[config.mk]
export PLATFORM = sky130hd
export DESIGN_NAME = pulse_train_gen_flat
export DESIGN_NICKNAME = d
export VERILOG_FILES = /design/src/rtl/pulse_gen_pkg.sv /design/src/rtl/pulse_train_gen_if.sv /design/src/rtl/pulse_cycle_counter.sv /design/src/rtl/pulse_train_gen.sv /design/src/flat_wrapper.sv
export SDC_FILE = /design/constraint.sdc
export NUM_CORES = 1
export LEC_CHECK = 0
export ABC_AREA = 1
export ABC_CLOCK_PERIOD_IN_PS = 3850
export BUFFER_PORTS_ARGS = -buffer_cell sky130_fd_sc_hd__clkbuf_2
export CORE_MARGIN = 5
export CORE_UTILIZATION = 37
export CTS_BUF_LIST = sky130_fd_sc_hd__clkbuf_16
export DETAILED_ROUTE_END_ITERATION = 12
export PLACE_DENSITY_LB_ADDON = 0.12
export SYNTH_ARGS = -nofsm -noshare
export SYNTH_HDL_FRONTEND = slang
export SYNTH_HIERARCHICAL = 1
export SYNTH_SLANG_ARGS = --single-unit
export TNS_END_PERCENT = 1
[constraint.sdc]
create_clock -name clk_Signal -period 3.85 [get_ports clk_Signal]
set_input_delay 0.385 -clock clk_Signal [delete_from_list [all_inputs] [get_ports clk_Signal]]
set_output_delay 0.385 -clock clk_Signal [all_outputs]
set_load 0.005 [all_outputs]
[src/rtl/pulse_gen_pkg.sv]
// pulse_gen_pkg
// Shared definitions for the pulse train generator: the controller state
// enumeration and the default counter width.
package pulse_gen_pkg;

    // Default width of the Period, Width and Pulse_Count fields and counters.
    localparam int unsigned CNT_W_DEFAULT = 8;

    typedef enum logic [1:0] {
        IDLE = 2'd0,
        RUN  = 2'd1,
        FIN  = 2'd2
    } state_e;

endpackage

[src/rtl/pulse_train_gen_if.sv]
// pulse_train_gen_if
// Control and output bundle of the pulse train generator.
//   Start       : one-cycle request to begin a train (sampled in IDLE only)
//   Stop        : abort request, effective in any state
//   Period      : cycles per pulse period
//   Width       : high cycles per period
//   Pulse_Count : number of periods in the train
//   Signal_Out  : registered pulse train
//   Busy        : high while a train is being generated
//   Done        : one-cycle pulse on normal completion
// master = requester side, slave = generator side.
interface pulse_train_gen_if
    import pulse_gen_pkg::*;
#(
    parameter int unsigned CNT_W = CNT_W_DEFAULT
) ();

    logic             Start;
    logic             Stop;
    logic [CNT_W-1:0] Period;
    logic [CNT_W-1:0] Width;
    logic [CNT_W-1:0] Pulse_Count;
    logic             Signal_Out;
    logic             Busy;
    logic             Done;

    modport master (
        output Start, Stop, Period, Width, Pulse_Count,
        input  Signal_Out, Busy, Done
    );

    modport slave (
        input  Start, Stop, Period, Width, Pulse_Count,
        output Signal_Out, Busy, Done
    );

endinterface

[src/rtl/pulse_cycle_counter.sv]
// pulse_cycle_counter
// CNT_W-bit up-counter that returns to 0 after reaching a terminal value.
//   clk_Signal : clock, rising edge
//   Rst        : asynchronous active-low reset
//   i_clr      : synchronous clear, overrides enable
//   i_en       : count enable
//   i_term     : terminal value; the count after i_term is 0
//   o_count    : current count
//   o_wrap     : high in the enabled cycle whose count equals i_term
module pulse_cycle_counter
    import pulse_gen_pkg::*;
#(
    parameter int unsigned CNT_W = CNT_W_DEFAULT
) (
    input  logic             clk_Signal,
    input  logic             Rst,
    input  logic             i_clr,
    input  logic             i_en,
    input  logic [CNT_W-1:0] i_term,
    output logic [CNT_W-1:0] o_count,
    output logic             o_wrap
);

    logic [CNT_W-1:0] r_count;

    assign o_wrap  = i_en && (r_count == i_term);
    assign o_count = r_count;

    always_ff @(posedge clk_Signal or negedge Rst) begin
        if (!Rst) begin
            r_count <= '0;
        end else if (i_clr) begin
            r_count <= '0;
        end else if (i_en) begin
            r_count <= o_wrap ? '0 : r_count + CNT_W'(1);
        end
    end

endmodule

[src/rtl/pulse_train_gen.sv]
// pulse_train_gen
// Generates Pulse_Count periods of Period cycles each; every period starts
// with min(Width, Period) high cycles. Parameters are latched on an accepted
// Start so later input changes do not disturb a running train.
//   clk_Signal : clock, rising edge
//   Rst        : asynchronous active-low reset
//   bus        : slave side of pulse_train_gen_if (Start/Stop/Period/Width/
//                Pulse_Count in; Signal_Out/Busy/Done out, all registered)
module pulse_train_gen
    import pulse_gen_pkg::*;
#(
    parameter int unsigned CNT_W = CNT_W_DEFAULT
) (
    input  logic                     clk_Signal,
    input  logic                     Rst,
    pulse_train_gen_if.slave         bus
);

    state_e           r_state;
    state_e           w_state_next;

    logic [CNT_W-1:0] r_period;
    logic [CNT_W-1:0] r_width;
    logic [CNT_W-1:0] r_count;
    logic             w_load;

    logic             r_sig_out;
    logic             r_busy;
    logic             r_done;
    logic             w_sig_next;
    logic             w_busy_next;
    logic             w_done_next;

    logic             w_cnt_clr;
    logic             w_run;
    logic [CNT_W-1:0] w_phase_cnt;
    logic             w_phase_wrap;
    logic [CNT_W-1:0] w_phase_next;
    logic [CNT_W-1:0] w_period_cnt_unused;
    logic             w_period_wrap;

    assign w_run     = (r_state == RUN);
    // Counters only move in RUN; everywhere else they are held at zero so a
    // train always starts from phase 0, period 0.
    assign w_cnt_clr = !w_run || bus.Stop;

    pulse_cycle_counter #(
        .CNT_W (CNT_W)
    ) u_phase_cnt (
        .clk_Signal (clk_Signal),
        .Rst        (Rst),
        .i_clr      (w_cnt_clr),
        .i_en       (w_run),
        .i_term     (r_period - CNT_W'(1)),
        .o_count    (w_phase_cnt),
        .o_wrap     (w_phase_wrap)
    );

    pulse_cycle_counter #(
        .CNT_W (CNT_W)
    ) u_period_cnt (
        .clk_Signal (clk_Signal),
        .Rst        (Rst),
        .i_clr      (w_cnt_clr),
        .i_en       (w_phase_wrap),
        .i_term     (r_count - CNT_W'(1)),
        .o_count    (w_period_cnt_unused),
        .o_wrap     (w_period_wrap)
    );

    // Phase value of the next cycle; the output register is loaded with the
    // level for that phase so Signal_Out stays a pure flop.
    assign w_phase_next = w_phase_wrap ? '0 : w_phase_cnt + CNT_W'(1);

    always_comb begin
        w_state_next = r_state;
        w_load       = 1'b0;
        w_sig_next   = 1'b0;
        w_busy_next  = 1'b0;
        w_done_next  = 1'b0;
        unique case (r_state)
            IDLE: begin
                if (bus.Start && !bus.Stop) begin
                    w_load = 1'b1;
                    if ((bus.Period != '0) && (bus.Pulse_Count != '0)) begin
                        w_state_next = RUN;
                        w_busy_next  = 1'b1;
                        w_sig_next   = (bus.Width != '0);
                    end else begin
                        w_state_next = FIN;
                        w_done_next  = 1'b1;
                    end
                end
            end
            RUN: begin
                if (bus.Stop) begin
                    w_state_next = IDLE;
                end else if (w_period_wrap) begin
                    w_state_next = FIN;
                    w_done_next  = 1'b1;
                end else begin
                    w_busy_next = 1'b1;
                    // Phase is always < Period here, so this is p < min(W, P).
                    w_sig_next  = (w_phase_next < r_width);
                end
            end
            FIN: begin
                w_state_next = IDLE;
            end
            default: begin
                w_state_next = IDLE;
            end
        endcase
    end

    always_ff @(posedge clk_Signal or negedge Rst) begin
        if (!Rst) begin
            r_state   <= IDLE;
            r_sig_out <= 1'b0;
            r_busy    <= 1'b0;
            r_done    <= 1'b0;
        end else begin
            r_state   <= w_state_next;
            r_sig_out <= w_sig_next;
            r_busy    <= w_busy_next;
            r_done    <= w_done_next;
        end
    end

    always_ff @(posedge clk_Signal or negedge Rst) begin
        if (!Rst) begin
            r_period <= '0;
            r_width  <= '0;
            r_count  <= '0;
        end else if (w_load) begin
            r_period <= bus.Period;
            r_width  <= bus.Width;
            r_count  <= bus.Pulse_Count;
        end
    end

    assign bus.Signal_Out = r_sig_out;
    assign bus.Busy       = r_busy;
    assign bus.Done       = r_done;

endmodule

[src/flat_wrapper.sv]
// flat-port wrapper written by rule: the top's interface ports become plain ports
module pulse_train_gen_flat import pulse_gen_pkg::*;
#(
    parameter int unsigned CNT_W = CNT_W_DEFAULT
)
  (clk_Signal, Rst, bus_Start, bus_Stop, bus_Period, bus_Width, bus_Pulse_Count, bus_Signal_Out, bus_Busy, bus_Done);
  pulse_train_gen_if #(.CNT_W(CNT_W)) bus_i ();
  input  logic clk_Signal;
  input  logic Rst;
  input wire logic [$bits(bus_i.Start)-1:0] bus_Start;
  input wire logic [$bits(bus_i.Stop)-1:0] bus_Stop;
  input wire logic [$bits(bus_i.Period)-1:0] bus_Period;
  input wire logic [$bits(bus_i.Width)-1:0] bus_Width;
  input wire logic [$bits(bus_i.Pulse_Count)-1:0] bus_Pulse_Count;
  output wire logic [$bits(bus_i.Signal_Out)-1:0] bus_Signal_Out;
  output wire logic [$bits(bus_i.Busy)-1:0] bus_Busy;
  output wire logic [$bits(bus_i.Done)-1:0] bus_Done;
  assign bus_i.Start = bus_Start;
  assign bus_i.Stop = bus_Stop;
  assign bus_i.Period = bus_Period;
  assign bus_i.Width = bus_Width;
  assign bus_i.Pulse_Count = bus_Pulse_Count;
  assign bus_Signal_Out = bus_i.Signal_Out;
  assign bus_Busy = bus_i.Busy;
  assign bus_Done = bus_i.Done;
  pulse_train_gen #(.CNT_W(CNT_W)) u_core (.clk_Signal(clk_Signal), .Rst(Rst), .bus(bus_i));
endmodule
After elaboration in Yosys (flattened, before gate mapping)
Cells that the tools add are included.
Cells by class
  add/subtract/negate cells: 4
  multipliers: 0
  div/mod/pow operators: 0
  $lt $le $gt $ge: 1
  eq/ne operators: 5
  shifts and indexed selects: 0
  multiplexer cells: 28
  bitwise operators: 0
  reductions and logical operators: 14
Operators with widths (count)
  $mux 8: 6
  $reduce_bool 8->1: 3
  $add 8x1->8 const B: 2
  $eq 8x8->1: 2
  $sub 8x1->8 const B: 2
  $mux 1: 14
  $lt 8x8->1: 1
  $mux 2: 4
  $pmux 1 s2: 3
  $logic_and 1x1->1: 4
  $pmux 2 s2: 1
  $reduce_bool 2->1: 2
  $ne 3x3->1 const B: 1
  $eq 2x1->1 const B: 1
  $logic_not 1->1: 2
  $logic_not 2->1: 1
  $ne 2x1->1 const B: 1
  $reduce_and 2->1: 1
  $logic_or 1x1->1: 1
Word-level totals
  register bits: 45
  bits in latches: 0
  RAM bits: 0
  bits in read-only memories: 0
  input port bits: 28
  output and inout bits: 3
  word-level logic and storage cells: 61
  memories: 0

Depth between registers and ports, before layout
Gate-level depths: netlist of the first run.
  depth in word-level cells: 8
  depth in mapped cells: 23
  depth with buffers taken out: 23

By module
The synthesis of the first run kept the hierarchy.
Modules (own cells, without submodules)
  pulse_train_gen: instances 1, cells each 232, area an instance 1775.5 sq um, sequential area each 725.7 sq um
  pulse_cycle_counter: instances 2, cells each 87, area an instance 625.6 sq um, sequential area each 200.2 sq um

Worst setup path after synthesis of the first run
OpenSTA, ideal clock, no wires.
  kind: reg-to-reg
  from: register u_core.r_period[0]
  to: register u_core.r_sig_out, in the netlist u_core/bus.Signal_Out
  setup time: 0.066 ns
  arrival: 2.559 ns
  required time: 3.784 ns
  slack: 1.225 ns
  cell stages (with the launch flop): 21
  buffers on the path: 0
  period minus slack after synthesis: 2.625 ns
  cells stage by stage: dfrtp_1 inv_1 ha_1 nand2_1 nor3_1 xor2_1 nand2_1 nand2_1 nand2_1 nor2_2 nand3_4 inv_1 inv_1 nand2_1 nor2_1 ha_1 a21oi_1 o21bai_1 a21oi_1 nand2_1 nand2_1
Between the ends
  longest elaborated chain between the ends: 8
  elaborated cells between the ends (all ways): 9
  those cells by class: add/sub (1); order compare (1); eq/ne (1); mux (4); reduce/logical (2)
RTL lines
  start: declaration: line pulse_train_gen.sv:22  | logic [CNT_W-1:0] r_period;
  start signal: assignment: line pulse_train_gen.sv:136  | r_period <= bus.Period;
  $sub 8x1->8 *: line pulse_train_gen.sv:54  | .i_term (r_period - CNT_W'(1)),
  $eq 8x8->1 *: line pulse_cycle_counter.sv:26  | assign o_wrap = i_en && (r_count == i_term);
  $logic_and 1x1->1 *: line pulse_cycle_counter.sv:26
  named net u_core.w_phase_wrap: line pulse_train_gen.sv:37  | logic w_phase_wrap;
  $mux 8: line pulse_train_gen.sv:73  | assign w_phase_next = w_phase_wrap ? '0 : w_phase_cnt + CNT_W'(1);
  $lt 8x8->1: line pulse_train_gen.sv:104  | w_sig_next = (w_phase_next < r_width);
  $mux 1 *: line pulse_train_gen.sv:98  | end else if (w_period_wrap) begin
  $mux 1 *: line pulse_train_gen.sv:96  | if (bus.Stop) begin
  $pmux 1 s2 *: line pulse_train_gen.sv:81  | unique case (r_state)
  named net u_core.w_sig_next: line pulse_train_gen.sv:30  | logic w_sig_next;
  end signal: assignment: line pulse_train_gen.sv:124  | r_sig_out <= w_sig_next;
  end: declaration: line pulse_train_gen.sv:27  | logic r_sig_out;
The timed path passes the listed nets; every way through them passes the cells marked *.
A chain may end at the register's enable or synchronous reset.

Final worst setup path of the first run
Same ends and word-level chain as after synthesis.

==> qor.csv, run 1 <==
stage,metric,value,unit
yosys,"post-synthesis share of cell area spent on full adders, half adders and majority gates",4.96,%
timing,final worst path period share,74.9,%
power,switching portion of total power,33.1,%
route,drt pass-1 iters,4,
clock_network,Resize count post-CTS,0,
worst_setup_path,Setup Crit Path Kind,register to register,
timing,number of hold violations in the final report,0,
worst_setup_path,data arrival time at the worst-slack endpoint,3.11,ns
timing,max frequency,347,MHz
worst_setup_path,endpoint of the lowest-slack register-to-register path,u_core/bus.Signal_Out$_DFF_PN0_,
yosys,post-synthesis area per instance,7.45,um^2
timing,setup tns final,0,ns
yosys,synthesized netlist net count,446,
yosys,mux cell area share after synthesis,0,%
yosys,Syn Inst Count,406,
timing,unrepaired setup endpoints after global routing,no,
clock_network,Clock Pin Slew Worst Setup and Hold Paths,0.07,ns
timing,final-report max-slew violation count,0,
place,Port Buffers,30,
route,residual DRC count,0,
place,final weighted congestion in routability-driven placement,0.778,
global_routing,number of antenna violations at the first check in global routing,0,
yosys,number of distinct standard cells referenced by the synthesized netlist,26,
route,average detailed-routed wire length per instance,11.3,um
floorplanning,area of the die,10100,um^2
clock_network,# Post-CTS Setup Buffers,0,
global_routing,vias in the first global route,2445,
route,aggregate routed wire length,6180,um
yosys,xor and xnor fraction of the mapped netlist area,7.52,%
clock_network,root cell of the clock tree,sky130_fd_sc_hd__clkbuf_16,
final_layout,fill cell instance count of the final layout,875,
final_layout,total inserted antenna cells,0,
yosys,simple-gate area share of the yosys netlist,30.0,%
clock_network,CTS tree,done,
clock_network,# H-tree levels,2,
timing,final setup violating endpoints,0,
floorplanning,core box area,8090,um^2
worst_setup_path,"setup slack, reg-to-reg",0.97,ns
worst_setup_path,Setup crit end,u_core/bus.Signal_Out$_DFF_PN0_,
clock_network,clock insertion delay at the later pin of the skew report,0.29,ns
final_layout,area growth from synthesis to layout,13.7,%
timing,worst clock skew on the final layout,0.00694,ns
timing,worst slew margin relative to its limit,37.0,%
final_layout,fin area,3440,um^2
final_layout,share of cells above drive strength 1,21.1,%
global_routing,global-route wire length before repair,11300,um
timing,Worst Hold Margin,0.178,ns
run_status,run status,finished clean,
worst_setup_path,Worst Path Max Fanout,6,
final_layout,Register Area,1130,um^2
power,Clk pwr share,32.2,%
yosys,sequential element share of the synthesized area,37.2,%
yosys,"Warnings, synthesis",6,
yosys,post-synthesis instance area,3030,um^2
place,DP Area,3290,um^2
place,Cells after DPL,537,
worst_setup_path,CP startpoint kind,register,
power,switching power of the nets,0.450,mW
power,Max VDD drop,0.162,mV
floorplanning,FP Rows,33,
route,number of violations reported at the end of detailed-routing iteration 0,74,
run,max-capacitance violation count,0,
floorplanning,height of the chip,100,um
global_routing,final global-route overflow total,0,
worst_setup_path,endpoint required time on the critical path,4.07,ns
route,via density per instance,4.40,
worst_setup_path,Critical path origin,u_core/r_period[0]$_DFFE_PN0P_,
clock_network,total clock buffers created by CTS,5,
min_path,Worst Hold Class,input port to async pin,
global_routing,total routing usage reported by global routing,13.8,%
floorplanning,Starting Density,37.4,%
worst_setup_path,kind of end point of the critical path,register,
yosys,dominant combinational cell family by area after synthesis,simple AND/OR/NAND/NOR gates,
power,static leakage power,1.76,nW
timing,minimum clock period,2.88,ns
power,share of total power in sequential cells,42.0,%
final_layout,"Cell Count, Final, Fillers Out",545,
clock_network,# clock sinks,45,
timing,transition time at the pin with the least slew margin,0.944,ns
place,HPWL Detailed,4770,um
global_routing,largest net degree at the start of global routing,52,
final_layout,Multi-input gate area,1540,um^2
route,antenna-violating nets left,0,
final_layout,Post-layout nets,479,
yosys,number of storage elements in the synthesis netlist,45,
worst_setup_path,Critical R2R Launch,u_core/r_period[0]$_DFFE_PN0P_,
route,via count,2400,
clock_network,worst-case clock buffer depth,2,
yosys,Synth Area in Compound Gates,8.43,%
clock_network,Post-CTS Hold Buffers,0,
power,internal power,0.911,mW
power,total chip power,1.36,mW
floorplanning,horizontal die dimension,100,um
worst_setup_path,worst-case reg-to-reg path depth,20,
power,total power divided by cell area,396,nW/um^2
power,combinational share of power,25.8,%
floorplanning,ports placed on the boundary,31,
-- sequential cells by signal (all words and copies together) (netlist names) --
name,count
u_core/r_period,8
u_core/bus.Busy,1
u_core/r_width,8
u_core/r_count,8
u_core/u_period_cnt/o_count,8
u_core/r_state,2
u_core/bus.Signal_Out,1
u_core/u_phase_cnt/o_count,8
u_core/bus.Done,1
-- cells in the mapped netlist, drive strengths merged --
library cell	n	area (um^2)
xnor2	6	52.6
dfrtp	45	1130
buf	5	25.0
a21oi	11	62.6
ha	12	150
clkinv	2	7.51
nand2	97	387
o21bai	1	7.51
nor3	5	40.0
inv	87	327
o21ai	37	185
xor2	20	175
nand4	8	50.1
or2	1	6.26
nor2	48	260
nand3	21	165
-- stage by stage --
step           setup slack, ns  utilization, %
6_report                 0.966            42.5
5_1_grt                  0.529            42.5
4_1_cts                  0.939            42.5
3_5_place_dp             0.966            40.7
3_3_place_gp              1.06            40.7
2_1_floorplan             1.23               -
-- cells in the final DEF, fill, tap and decap left out, types with 12 or more instances in the layout --
master                     instances
sky130_fd_sc_hd__inv_1            75
sky130_fd_sc_hd__o21ai_1          30
sky130_fd_sc_hd__nand2_1          92
sky130_fd_sc_hd__dfrtp_1          45
sky130_fd_sc_hd__xor2_1           20
sky130_fd_sc_hd__clkbuf_2         30
sky130_fd_sc_hd__nand3_1          12
sky130_fd_sc_hd__inv_2            12
sky130_fd_sc_hd__ha_1             12
sky130_fd_sc_hd__nor2_1           26
sky130_fd_sc_hd__nor2_2           17
-- power groups by stage --
stage               combinational [mW]  sequential [mW]  clock (mW)
floorplan                        0.283            0.570           0
global placement                 0.354            0.581           0
detailed placement               0.357            0.581           0
CTS                              0.359            0.572       0.458
global route                     0.416            0.581       0.473
finish                           0.351            0.572       0.438
-- worst max-delay path, stage by stage (launching register included) --
cell and delay [ns]:
sky130_fd_sc_hd__dfrtp_1 0.37, sky130_fd_sc_hd__inv_1 0.12, sky130_fd_sc_hd__ha_1 0.21, sky130_fd_sc_hd__nand2_1 0.09
sky130_fd_sc_hd__nor3_1 0.18, sky130_fd_sc_hd__xor2_1 0.20, sky130_fd_sc_hd__nand2_1 0.07, sky130_fd_sc_hd__nand2_1 0.07
sky130_fd_sc_hd__nand2_1 0.06, sky130_fd_sc_hd__nor2_2 0.12, sky130_fd_sc_hd__nand3_4 0.12, sky130_fd_sc_hd__inv_1 0.19
sky130_fd_sc_hd__inv_1 0.13, sky130_fd_sc_hd__nand2_1 0.08, sky130_fd_sc_hd__nor2_1 0.04, sky130_fd_sc_hd__ha_1 0.28
sky130_fd_sc_hd__a21oi_1 0.16, sky130_fd_sc_hd__o21bai_1 0.08, sky130_fd_sc_hd__a21oi_1 0.12, sky130_fd_sc_hd__nand2_1 0.06
sky130_fd_sc_hd__nand2_1 0.05
-- cell type report --
class | instances | area share, %
Multi-Input combinational cell | 267 | 44.8
Sequential cell | 45 | 32.7
Inverter | 89 | 9.71
Timing Repair Buffer | 31 | 4.58
Tap cell | 105 | 3.82
Clock buffer | 5 | 3.64
Clock inverter | 3 | 0.763
-- how the worst min path moves through the flow --
| stage | to | slack, ns | cells after the start |
|---|---|---|---|
| floorplan | u_core/bus.Busy$_DFF_PN0_ | 0.09 | 0 |
| global placement | u_core/r_period[0]$_DFFE_PN0P_ | 0.47 | 2 |
| detailed placement | u_core/r_width[0]$_DFFE_PN0P_ | 0.48 | 2 |
| CTS | u_core/r_period[0]$_DFFE_PN0P_ | 0.21 | 2 |
| global route | u_core/r_period[0]$_DFFE_PN0P_ | 0.25 | 2 |
| finish | u_core/u_phase_cnt/o_count[3]$_DFFE_PN0P_ | 0.18 | 2 |
-- kinds of logic (layout without fill, tap and decap cells) --
group / Yosys count / after routing
compound gates: 49 / 49
xor+xnor: 26 / 26
fa+ha+maj: 12 / 12
buf+inv: 94 / 128
flops: 45 / 45
simple gates: 180 / 180
-- routing by layer --
metal  vias to the layer above  wire, um  GRT usage (%)
met5                         -         0              0
met4                         0        51           3.52
met3                         4       231           2.78
met2                        42      2840           22.7
met1                      1051      3050           18.7
li1                       1303         -              -
Note: power is estimated with default switching activity, not from simulation.
==> run 2: changes to the inputs <==
--- a/config.mk
+++ b/config.mk
@@ -6,7 +6,7 @@
 export NUM_CORES = 1
 export LEC_CHECK = 0
 export ABC_AREA = 1
-export ABC_CLOCK_PERIOD_IN_PS = 3850
+export ABC_CLOCK_PERIOD_IN_PS = 2500
 export BUFFER_PORTS_ARGS = -buffer_cell sky130_fd_sc_hd__clkbuf_2
 export CORE_MARGIN = 5
 export CORE_UTILIZATION = 37
==> constraint.sdc (replaced) <==
create_clock -name clk_Signal -period 2.5 [get_ports clk_Signal]
set_input_delay 0.25 -clock clk_Signal [delete_from_list [all_inputs] [get_ports clk_Signal]]
set_output_delay 0.25 -clock clk_Signal [all_outputs]
set_load 0.005 [all_outputs]
==> run 2 against run 1 <==
Routed wire length increased by 3.0%. Final cell count up 2.2%. Die area unchanged. Clock skew down 0.0018 ns. Sequential share of layout area is 1.2 points lower. Count of clock-buffer cells in the layout stayed put. Critical endpoint unchanged. Worst setup slack lost 0.93 ns. Combinational power increased by 68%.
==> qor.csv, run 2 (synthesis results as in run 1) <==
stage,metric,value,unit
run_status,run status,finished clean,
global_routing,vias in the first global route,2448,
worst_setup_path,kind of end point of the critical path,register,
floorplanning,horizontal die dimension,100,um
global_routing,Top Usage Layer GRT,met2,
route,via count,2482,
clock_network,root cell of the clock tree,sky130_fd_sc_hd__clkbuf_16,
clock_network,CTS tree,done,
global_routing,GR met1 Demand/Resource,18.2,%
power,static leakage power,1.82,nW
place,Port Buffers,30,
min_path,Worst Hold Class,input port to async pin,
global_routing,global-route track usage on met2,23.0,%
route,antenna-violating nets left,0,
floorplanning,core box area,8090,um^2
floorplanning,height of the chip,100,um
clock_network,Post-CTS Hold Buffers,0,
clock_network,total clock buffers created by CTS,5,
clock_network,worst-case clock buffer depth,2,
global_routing,global routing met3 resource utilization,2.57,%
run,max-capacitance violation count,0,
clock_network,clock insertion delay at the later pin of the skew report,0.29,ns
timing,setup tns final,0,ns
timing,worst slew margin relative to its limit,61.4,%
place,final weighted congestion in routability-driven placement,0.758,
worst_setup_path,data arrival time at the worst-slack endpoint,2.69,ns
global_routing,largest net degree at the start of global routing,52,
floorplanning,Starting Density,37.4,%
worst_setup_path,cell-by-cell listing of the critical path,"inv_1, ha_4, nand2_1, nor3_2, xor2_1, nand2_1, nand2_1, nand2_1, nor2_2, nand3_4, inv_4, inv_2, nand2_1, nor2_1, ha_1, a21oi_2, o21bai_1, a21oi_1, nand2_1, nand2_1",
power,Max VDD drop,0.280,mV
floorplanning,area of the die,10100,um^2
worst_setup_path,CP startpoint kind,register,
timing,number of hold violations in the final report,0,
floorplanning,FP Rows,33,
final_layout,"commonest cells after routing, fill and taps aside","sky130_fd_sc_hd__nand2_1, sky130_fd_sc_hd__inv_1, sky130_fd_sc_hd__dfrtp_1, sky130_fd_sc_hd__clkbuf_2, sky130_fd_sc_hd__o21ai_1",
worst_setup_path,Worst Path Max Fanout,6,
clock_network,# clock sinks,45,
floorplanning,ports placed on the boundary,31,
place,pre-CTS setup slack,-0.0776,ns
worst_setup_path,most frequent cell on the critical path,sky130_fd_sc_hd__nand2_1,
final_layout,area growth from synthesis to layout,18.1,%
worst_setup_path,maximum single-stage delay on the critical path,0.40,ns
clock_network,Clock Pin Slew Worst Setup and Hold Paths,0.06,ns
timing,minimum clock period,2.47,ns
power,total power divided by cell area,620,nW/um^2
worst_setup_path,Setup Crit Path Kind,register to register,
timing,transition time at the pin with the least slew margin,0.579,ns
place,HPWL Detailed,4930,um
final_layout,fin area,3570,um^2
worst_setup_path,endpoint required time on the critical path,2.72,ns
global_routing,final global-route overflow total,0,
route,average detailed-routed wire length per instance,11.4,um
timing,final-report max-slew violation count,0,
worst_setup_path,"setup slack, reg-to-reg",0.03,ns
final_layout,"most common cell after layout, fill and taps aside",sky130_fd_sc_hd__nand2_1,
route,aggregate routed wire length,6360,um
clock_network,# H-tree levels,2,
final_layout,Final Core Density,44.2,%
timing,final worst setup slack,0.0344,ns
timing,unrepaired setup endpoints after global routing,yes,
final_layout,total inserted antenna cells,0,
worst_setup_path,"slowest stage cell, crit path",sky130_fd_sc_hd__dfrtp_1,
final_layout,Post-layout nets,491,
global_routing,global-route wire length before repair,11200,um
route,via density per instance,4.46,
place,DP Area,3380,um^2
timing,final worst path period share,98.6,%
timing,max frequency,406,MHz
route,drt pass-1 iters,4,
global_routing,total routing usage reported by global routing,13.7,%
timing,final setup violating endpoints,0,
route,residual DRC count,0,
global_routing,number of antenna violations at the first check in global routing,0,
final_layout,share of cells above drive strength 1,24.8,%
timing,worst clock skew on the final layout,0.00512,ns
route,number of violations reported at the end of detailed-routing iteration 0,83,
-- run 2: cell types whose count changed in the layout (fill, tap and decap cells not counted), sizes merged --
| cell | delta |
|---|---|
| buf | +12 |
| clkinv | -1 |
| clkinvlp | +1 |
| inv | -1 |
| bufinv | +1 |
-- run 2: worst max-delay path, delay by kind of cell, from the launching register on --
family | cells | cell delay (ns)
simple gates | 11 | 0.83
fa+ha+maj | 2 | 0.43
flops | 1 | 0.40
compound gates | 3 | 0.32
buf+inv | 3 | 0.24
xor+xnor | 1 | 0.19
-- run 2: cell type report --
cell class                 count  area, um^2
fill                         858        4520
multi-input combinational    267        1570
sequential                    45        1130
inverter                      89         337
timing repair buffer          43         248
tap                          105         131
clock buffer                   5         125
clock inverter                 3        41.3
-- run 2: per-stage QoR --
stage	hold slack, ns	power [mW]	std cells
final	0.0336	2.22	557
after global routing	0.118	2.38	557
after CTS	0.0826	2.24	557
after detailed placement	0.386	1.47	548
after global placement	0.394	1.47	548
after floorplan	-0.0456	1.32	406
-- run 2: where the power goes --
group | switching, mW | internal [mW] | leakage (nW)
Sequential | 0.0702 | 0.810 | 0.587
Clock | 0.281 | 0.468 | 0.0775
Combinational | 0.338 | 0.250 | 1.16
Total | 0.688 | 1.53 | 1.82
-- run 2: final timing paths --
kind | cells after the start | start | end
max | 20 | u_core/r_period[1]$_DFFE_PN0P_ | u_core/bus.Signal_Out$_DFF_PN0_
min | 2 | Rst | u_core/u_phase_cnt/o_count[3]$_DFFE_PN0P_
max reg2reg | 20 | u_core/r_period[1]$_DFFE_PN0P_ | u_core/bus.Signal_Out$_DFF_PN0_
min reg2reg | 2 | u_core/r_width[1]$_DFFE_PN0P_ | u_core/r_width[1]$_DFFE_PN0P_
max in group asynchronous | 2 | Rst | u_core/u_period_cnt/o_count[7]$_DFFE_PN0P_
min in group clk_Signal | 3 | bus_Pulse_Count[7] | u_core/r_count[7]$_DFFE_PN0P_
-- run 2: layer usage --
layer | vias to the layer above | share of wire [%]
met5 | - | 0
met4 | 0 | 0.42
met3 | 2 | 4.5
met2 | 39 | 48
met1 | 1111 | 48
li1 | 1330 | -
-- run 2: what timing repair did --
action / 4_1_cts / 5_1_grt
endpoints found under the setup margin: 1 / 13
gates resized for setup: 4 / 3
setup buffers: 1 / 0
pin swaps: 4 / 2
==> run 3: changes to the inputs <==
--- a/config.mk
+++ b/config.mk
@@ -8,7 +8,6 @@
 export ABC_AREA = 1
 export ABC_CLOCK_PERIOD_IN_PS = 2500
 export BUFFER_PORTS_ARGS = -buffer_cell sky130_fd_sc_hd__clkbuf_2
-export CORE_MARGIN = 5
 export CORE_UTILIZATION = 37
 export CTS_BUF_LIST = sky130_fd_sc_hd__clkbuf_16
 export DETAILED_ROUTE_END_ITERATION = 12
==> run 3 against run 2 <==
The run now ends with negative setup slack left. Final cell count shrank 0.18%. Clock power shrank 16%. Count of clock-buffer cells in the layout is the same. Sequential power is essentially flat. Via count is essentially flat. Flip-flop and latch count is the same. Power shrank 4.7%. Routed wire length grew 1.4%. Cell area grew 0.42%. Critical endpoint unchanged. Largest power group unchanged.
==> qor.csv, run 3 (synthesis results as in run 1) <==
stage,metric,value,unit
global_routing,final global-route overflow total,0,
clock_network,root cell of the clock tree,sky130_fd_sc_hd__clkbuf_16,
place,Port Buffers,30,
global_routing,global-route wire length before repair,11600,um
final_layout,"commonest cells after routing, fill and taps aside","sky130_fd_sc_hd__nand2_1, sky130_fd_sc_hd__inv_1, sky130_fd_sc_hd__dfrtp_1, sky130_fd_sc_hd__clkbuf_2, sky130_fd_sc_hd__o21ai_1",
global_routing,largest net degree at the start of global routing,52,
clock_network,# H-tree levels,2,
floorplanning,height of the chip,92.4,um
floorplanning,Starting Density,38.8,%
floorplanning,ports placed on the boundary,31,
clock_network,CTS tree,done,
place,Cells after DPL,545,
timing,minimum clock period,2.51,ns
final_layout,"Cell Count, Final, Fillers Out",556,
clock_network,total clock buffers created by CTS,5,
timing,transition time at the pin with the least slew margin,0.701,ns
route,number of violations reported at the end of detailed-routing iteration 0,109,
timing,number of hold violations in the final report,0,
run_status,run status,"finished, violations left",
run,max-capacitance violation count,0,
worst_setup_path,data arrival time at the worst-slack endpoint,2.73,ns
worst_setup_path,kind of end point of the critical path,register,
timing,final worst path period share,100,%
timing,worst slew margin relative to its limit,53.3,%
worst_setup_path,CP startpoint kind,register,
clock_network,# clock sinks,45,
timing,worst clock skew on the final layout,0.00415,ns
global_routing,number of antenna violations at the first check in global routing,0,
final_layout,share of cells above drive strength 1,26.0,%
timing,final worst setup slack,-0.0111,ns
route,antenna-violating nets left,0,
worst_setup_path,Setup Crit Path Kind,register to register,
worst_setup_path,"slowest stage cell, crit path",sky130_fd_sc_hd__dfrtp_1,
place,final weighted congestion in routability-driven placement,0.795,
clock_network,Clock Pin Slew Worst Setup and Hold Paths,0.06,ns
route,via count,2484,
power,static leakage power,1.83,nW
clock_network,Post-CTS Hold Buffers,0,
worst_setup_path,cell-by-cell listing of the critical path,"nor2_2, nand3_2, nor3_2, xor2_1, o21ai_1, nor2_2, nand3_4, inv_4, inv_4, nand2_2, nor2_1, ha_1, a21oi_2, o21bai_1, a21oi_1, nand2_1, nand2_1",
clock_network,worst-case clock buffer depth,2,
route,residual DRC count,0,
route,drt pass-1 iters,4,
final_layout,area growth from synthesis to layout,18.6,%
timing,unrepaired setup endpoints after global routing,yes,
clock_network,clock insertion delay at the later pin of the skew report,0.28,ns
place,HPWL Detailed,5020,um
final_layout,Post-layout nets,493,
route,aggregate routed wire length,6450,um
timing,max frequency,398,MHz
floorplanning,horizontal die dimension,92.4,um
route,via density per instance,4.47,
floorplanning,area of the die,8550,um^2
run_status,failing checks,negative setup slack,
min_path,Worst Hold Class,input port to async pin,
global_routing,total routing usage reported by global routing,17.2,%
final_layout,total inserted antenna cells,0,
global_routing,vias in the first global route,2502,
place,pre-CTS setup slack,-0.0457,ns
final_layout,"most common cell after layout, fill and taps aside",sky130_fd_sc_hd__nand2_1,
worst_setup_path,count of buffer and inverter cells on the critical path,2,
worst_setup_path,cell family contributing the most delay on the critical path,simple AND/OR/NAND/NOR gates,
timing,Worst Hold Margin,0.00176,ns
route,average detailed-routed wire length per instance,11.6,um
timing,final setup violating endpoints,1,
timing,final-report max-slew violation count,0,
floorplanning,FP Rows,32,
power,Max VDD drop,0.373,mV
power,total power divided by cell area,589,nW/um^2
worst_setup_path,Worst Path Max Fanout,6,
floorplanning,core box area,7810,um^2
worst_setup_path,endpoint required time on the critical path,2.72,ns
worst_setup_path,maximum single-stage delay on the critical path,0.41,ns
run 3: power breakdown:
part	switching (mW)	internal (mW)	leakage, nW
Combinational	0.344	0.254	1.18
Clock	0.270	0.362	0.0687
Sequential	0.0721	0.810	0.587
Total	0.687	1.43	1.83
run 3: through the flow:
stage                     util (%)  cell area (um^2)  power, mW  setup TNS (ns)
after CTS                     45.2              3530       2.13         -0.0513
after detailed placement      43.3              3380       1.47         -0.0457
after global placement        43.3              3380       1.47               0
after floorplan                  -              3030       1.32               0
final                         46.0              3590       2.11         -0.0111
after global routing          46.0              3590       2.27          -0.927
run 3: area by class of cell:
type                       count  area, um^2
timing repair buffer          45         267
clock buffer                   5         125
tap                          102         128
fill                         824        4220
inverter                      89         339
multi-input combinational    267        1590
clock inverter                 3        12.5
sequential                    45        1130
run 3: path summary, 6_finish.rpt:
check / from / to / slack, ns / cells after the start
max: u_core/r_period[2]$_DFFE_PN0P_ / u_core/bus.Signal_Out$_DFF_PN0_ / -0.01 / 17
min: Rst / u_core/u_phase_cnt/o_count[5]$_DFFE_PN0P_ / 0.002 / 1
max reg2reg: u_core/r_period[2]$_DFFE_PN0P_ / u_core/bus.Signal_Out$_DFF_PN0_ / -0.01 / 17
min reg2reg: u_core/r_width[0]$_DFFE_PN0P_ / u_core/r_width[0]$_DFFE_PN0P_ / 0.49 / 2
max in group asynchronous: Rst / u_core/r_period[5]$_DFFE_PN0P_ / 1.87 / 2
min in group clk_Signal: bus_Pulse_Count[5] / u_core/r_count[5]$_DFFE_PN0P_ / 0.20 / 3
run 3: repair_timing:
| item | CTS | global route |
|---|---|---|
| setup endpoints to repair | 1 | 13 |
| gates resized for setup | 4 | 11 |
| pin swaps | 7 | 17 |
| buffers inserted | 1 | 2 |
run 3: routing by layer:
| metal | track usage [%] | vias to the layer above | wire (um) |
|---|---|---|---|
| li1 | - | 1335 | - |
| met1 | 23.1 | 1108 | 3300 |
| met2 | 27.7 | 33 | 2810 |
| met3 | 3.94 | 8 | 257 |
| met4 | 4.56 | 0 | 80 |
| met5 | 0 | - | 0 |
